===== src/rtl/pss_board_io.sv =====
`default_nettype none
// ============================================================================
// Module   : pss_board_io
// Purpose  : switch sync/debounce/edge detect and per-channel LED drive modes
// Revision : 1.0 - initial release
// ============================================================================
module pss_board_io #(
  parameter int SW_WIDTH  = 16,
  parameter int LED_WIDTH = 16,
  parameter int DB_CYCLES = 100000,
  parameter int PWM_BITS  = 8,
  parameter int BLINK_DIV = 24
) (
  input  logic                   clk_i,
  input  logic                   arst_i,
  input  logic [SW_WIDTH-1:0]    sw_i,
  output logic [SW_WIDTH-1:0]    sw_o,
  output logic [SW_WIDTH-1:0]    sw_rise_o,
  output logic [SW_WIDTH-1:0]    sw_fall_o,
  input  logic [LED_WIDTH-1:0]   led_i,
  input  logic [2*LED_WIDTH-1:0] led_mode_i,
  input  logic [PWM_BITS-1:0]    pwm_duty_i,
  output logic [LED_WIDTH-1:0]   led_o
);

  localparam int              CNT_W     = $clog2(DB_CYCLES + 1);
  localparam logic [CNT_W-1:0] C_DB_LAST = CNT_W'(DB_CYCLES - 1);

  localparam logic [1:0] C_MODE_DIRECT = 2'b00;
  localparam logic [1:0] C_MODE_BLINK  = 2'b01;
  localparam logic [1:0] C_MODE_DIM    = 2'b10;

  logic [SW_WIDTH-1:0] s1_q, s2_q;
  logic [SW_WIDTH-1:0] db_q, db_d;
  logic [SW_WIDTH-1:0] rise_q, rise_d;
  logic [SW_WIDTH-1:0] fall_q, fall_d;
  logic [CNT_W-1:0]    cnt_q [SW_WIDTH];
  logic [CNT_W-1:0]    cnt_d [SW_WIDTH];

  logic [PWM_BITS-1:0]  pwm_cnt_q;
  logic [BLINK_DIV-1:0] blink_cnt_q;
  logic [LED_WIDTH-1:0] led_q, led_d;
  logic                 pwm_on;
  logic                 blink_on;

  // Any cycle where the synchronised level agrees with the accepted one
  // restarts the interval, so only an unbroken run gets accepted.
  always_comb begin
    db_d   = db_q;
    rise_d = '0;
    fall_d = '0;
    for (int i = 0; i < SW_WIDTH; i++) begin
      cnt_d[i] = '0;
      if (s2_q[i] != db_q[i]) begin
        if (cnt_q[i] == C_DB_LAST) begin
          db_d[i]   = s2_q[i];
          rise_d[i] = s2_q[i];
          fall_d[i] = ~s2_q[i];
        end else begin
          cnt_d[i] = cnt_q[i] + 1'b1;
        end
      end
    end
  end

  always_ff @(posedge clk_i or posedge arst_i) begin
    if (arst_i) begin
      s1_q   <= '0;
      s2_q   <= '0;
      db_q   <= '0;
      rise_q <= '0;
      fall_q <= '0;
      for (int i = 0; i < SW_WIDTH; i++) begin
        cnt_q[i] <= '0;
      end
    end else begin
      s1_q   <= sw_i;
      s2_q   <= s1_q;
      db_q   <= db_d;
      rise_q <= rise_d;
      fall_q <= fall_d;
      for (int i = 0; i < SW_WIDTH; i++) begin
        cnt_q[i] <= cnt_d[i];
      end
    end
  end

  assign pwm_on   = (pwm_cnt_q < pwm_duty_i);
  assign blink_on = blink_cnt_q[BLINK_DIV-1];

  always_comb begin
    led_d = '0;
    for (int i = 0; i < LED_WIDTH; i++) begin
      case (led_mode_i[2*i +: 2])
        C_MODE_DIRECT: led_d[i] = led_i[i];
        C_MODE_BLINK:  led_d[i] = led_i[i] & blink_on;
        C_MODE_DIM:    led_d[i] = led_i[i] & pwm_on;
        default:       led_d[i] = 1'b0;
      endcase
    end
  end

  always_ff @(posedge clk_i or posedge arst_i) begin
    if (arst_i) begin
      pwm_cnt_q   <= '0;
      blink_cnt_q <= '0;
      led_q       <= '0;
    end else begin
      pwm_cnt_q   <= pwm_cnt_q + 1'b1;
      blink_cnt_q <= blink_cnt_q + 1'b1;
      led_q       <= led_d;
    end
  end

  assign sw_o      = db_q;
  assign sw_rise_o = rise_q;
  assign sw_fall_o = fall_q;
  assign led_o     = led_q;

endmodule
`default_nettype wire


===== config.mk =====
export PLATFORM = sky130hd
export DESIGN_NAME = pss_board_io
export DESIGN_NICKNAME = d
export VERILOG_FILES = /design/src/rtl/pss_board_io.sv
export SDC_FILE = /design/constraint.sdc
export NUM_CORES = 1
export LEC_CHECK = 0
export ABC_AREA = 1
export BUFFER_PORTS_ARGS = -buffer_cell sky130_fd_sc_hd__buf_2
export CORE_MARGIN = 2
export CORE_UTILIZATION = 36
export DETAILED_ROUTE_END_ITERATION = 10
export GPL_ROUTABILITY_DRIVEN = 0
export GPL_TIMING_DRIVEN = 0
export HOLD_SLACK_MARGIN = 0.05
export PLACE_DENSITY = 0.51
export SLEW_MARGIN = 10
export SYNTH_ARGS = -nofsm -noshare
export SYNTH_HDL_FRONTEND = slang
export SYNTH_SLANG_ARGS = --single-unit

===== constraint.sdc =====
create_clock -name clk_i -period 13.1 [get_ports clk_i]
set_input_delay 1.31 -clock clk_i [delete_from_list [all_inputs] [get_ports clk_i]]
set_output_delay 1.31 -clock clk_i [all_outputs]
set_load 0.01 [all_outputs]

==> results.sh <==
export IMPL_p_leak_nw=10.8
export IMPL_clk_pin_slew_ps=50
export IMPL_slew_headroom=0.457
export IMPL_syn2layout_area_growth_pct=16.2
export IMPL_vias=16600
export IMPL_end_kind="flip-flop"
export IMPL_grt_overflow_total=0
export IMPL_place_port_buffers=137
export IMPL_place_area_mm2=0.0224
export IMPL_clock_path_buffers=3
export IMPL_synth_top_area_share=0.485
export IMPL_vias_per_cell=4.78
export IMPL_dp_cells=3387
export IMPL_r2r_end="led_o[6]"
export IMPL_grt_util_all_layers=0.151
export IMPL_cts_repair_resized=0
export IMPL_cts_sinks=400
export IMPL_ys_ff_latch=400
export IMPL_arrival_ps=3160
export IMPL_nNetsFinal=2830
export IMPL_finClkSkew_ps=20.7
export IMPL_whs_ps=336
export IMPL_synth_most_common_cell="nor2_1"
export IMPL_h_tree_depth=2
export IMPL_die_height_um=243
export IMPL_cts_buffers=50
export IMPL_yosysSeqAreaShare=0.485
export IMPL_syn_cell_area_mm2=0.0206
export IMPL_period_minus_slack_ps=2720
export IMPL_hp_class="flip-flop to flip-flop"
export IMPL_ys_types=38
export IMPL_power_density_mw_per_mm2=113
export IMPL_holdPathStages=0
export IMPL_crit_buf_inv=3
export IMPL_required_ps=13540
export IMPL_yosys_top_cells_area="dfrtp_1 49%, nor2_1 8.2%, inv_1 6.7%"
export IMPL_min_from="s1_q[7]"
export IMPL_max_stage_delay_ps=350
export IMPL_syn_inst=2490
export IMPL_diodes=0
export IMPL_grt_setup_unrepaired="no"
export IMPL_syn_num_nets=2637
export IMPL_setup_violations=0
export IMPL_rrSetupSlack_ps=10870
export IMPL_fin_area_mm2=0.0240
export IMPL_synthFlopType="dfrtp_1"
export IMPL_synthArstFlopShare=1.00
export IMPL_cap_violations=0
export IMPL_grt_antenna_before_repair=0
export IMPL_clock_latency_ps=580
export IMPL_grt_pass1_vias=16500
export IMPL_grt_max_degree=104
export IMPL_r2r_start="pwm_cnt_q[7]"
export IMPL_grt_pass1_wl_um=76600
export IMPL_cp_common_cell="nand2_1"
export IMPL_critPathTopFamily="simple AND/OR/NAND/NOR gates"
export IMPL_cp_cell_sequence="buf_2 -> inv_1 -> ha_1 -> nand2_1 -> nand2_1 -> nand2_1 -> nand2_1 -> nand2_1 -> nand2_1 -> buf_2 -> nand2_1 -> nand2_1 -> a21oi_1"
export IMPL_worstSetupStartpointType="input pin"
export IMPL_holdPathEnd="s2_q[7]"
export IMPL_drt_total_wl_um=44200
export IMPL_synthTopCellsByCount="450 x nor2_1, 400 x dfrtp_1, 368 x inv_1, 349 x nand2_1, 166 x nor3_1"
export IMPL_wl_per_cell_um=12.7
export IMPL_drtIter0Drc=989
export IMPL_ant_nets=0
export IMPL_first_pass_iters=5
export IMPL_r2r_cells=8
export IMPL_drv_slew=0
export IMPL_status="finished clean"
export IMPL_layout_cells_non_filler=3477
export IMPL_crit_fanout=10
export IMPL_synth_edf_count=0
export IMPL_cts_tree="done"
export IMPL_worst_slew_pin_slew_ps=812
export IMPL_vdd_ir_drop_max_uv=88.5
export IMPL_finalPower_mw=2.72
export IMPL_fmax_mhz=368
export IMPL_path_class="input pin to flip-flop"
export IMPL_holdBufCountCts=0
export IMPL_synth_top_area_cell="dfrtp_1"
export IMPL_num_rows=87
export IMPL_io_pins=138
export IMPL_core_area_mm2=0.0565
export IMPL_cts_setup_buffers=0
export IMPL_dp_hpwl_um=31700
export IMPL_hold_viol=0
export IMPL_start_util=0.365
export IMPL_syn_area_per_cell_um2=8.28
export IMPL_die_area_mm2=0.0592
export IMPL_dieWidth_um=243
export IMPL_final_layout_size_suffix_gt1_frac=0.112
export IMPL_drc=0
export IMPL_cp_slowest_cell="buf_2"
export IMPL_period_share=0.207
export IMPL_root_buffer="clkbuf_16"
export IMPL_ys_warn_count=0
-- through the flow --
| step | util | setup WS [ps] | TNS, ps |
|---|---|---|---|
| 3_3_place_gp | 0.394 | -4260 | -1681680 |
| 6_report | 0.424 | 10380 | 0 |
| 5_1_grt | 0.424 | 10170 | 0 |
| 4_1_cts | 0.424 | 10230 | 0 |
| 3_5_place_dp | 0.396 | 9600 | 0 |
| 2_1_floorplan | - | 666 | 0 |
-- sequential cells by signal (all words and copies together) (netlist names) --
signal / cells
sw_o: 16
blink_cnt_q: 24
s1_q: 16
sw_fall_o: 16
led_o: 16
s2_q: 16
pwm_cnt_q: 8
cnt_q: 272
sw_rise_o: 16
-- cells in the final DEF (no fill, tap or decap), types with 2 or more instances in the layout --
cell and count:
a211oi_1 9, a21oi_1 92, a21oi_2 2, a31o_2 4, a31oi_1 8, and3_1 3, buf_16 4, buf_2 145
bufinv_16 3, clkbuf_1 22, clkbuf_16 51, clkbuf_8 7, clkinv_2 8, dfrtp_1 400, ha_1 73, inv_1 367
inv_2 5, nand2_1 349, nand2_2 23, nand3_1 135, nand3_2 2, nand3b_1 4, nand4_1 91, nor2_1 450
nor2_2 9, nor2_4 16, nor3_1 166, nor3_2 11, nor3_4 3, nor3b_1 37, nor4_1 50, o21a_1 17
o21ai_0 27, o21ai_1 2, o21ai_2 3, o21bai_1 3, or2_0 2, or2_2 3, xnor2_1 19, xor2_1 90
-- where the power goes --
group	switching (mW)	total (mW)	internal (mW)	leakage (nW)
Sequential	0.0123	1.27	1.26	5.44
Combinational	0.0752	0.112	0.0367	4.61
Clock	0.525	1.34	0.813	0.780
-- area by class of cell --
cell class                      instances  area, um^2
Clock inverter                         13         146
Inverter                              373        1410
Multi-Input combinational cell       1705        9150
Sequential cell                       400       10000
Clock buffer                           77        1440
Tap cell                              756         946
Buffer                                 12        62.6
Timing Repair Buffer                  141         796
Fill cell                            5640       32500
-- routing by layer --
layer  track usage  wire length, um  vias up
met3        0.0250             1780       65
li1              -                -     8489
met4        0.0467              972        0
met5             0                0        -
met2         0.252            20700      260
met1         0.200            20800     7801
-- how the worst max path moves through the flow --
stage / startpoint / endpoint / slack, ps / depth (start not counted)
after detailed placement: pwm_duty_i[1] / led_o[6] / 9600 / 13
after CTS: pwm_duty_i[1] / led_o[6] / 10230 / 13
after global placement: arst_i / cnt_q[185] / -4260 / 2
after floorplan: arst_i / blink_cnt_q[0] / 670 / 1
final: pwm_duty_i[1] / led_o[6] / 10380 / 13
after global routing: pwm_duty_i[1] / led_o[6] / 10170 / 13
-- cells by family (layout without fill, tap and decap cells) --
| family | after synthesis | count (layout) | share of synthesized area |
|---|---|---|---|
| AOI/OAI and AO/OA | 167 | 167 | 0.0462 |
| DFF | 400 | 400 | 0.485 |
| buffers and inverters | 385 | 616 | 0.0709 |
| xor gates and xnor gates | 109 | 109 | 0.0463 |
| adders and majority gates | 73 | 73 | 0.0443 |
| and+or+nand+nor | 1356 | 1356 | 0.307 |
No activity file was read; power rests on OpenSTA's default activity.
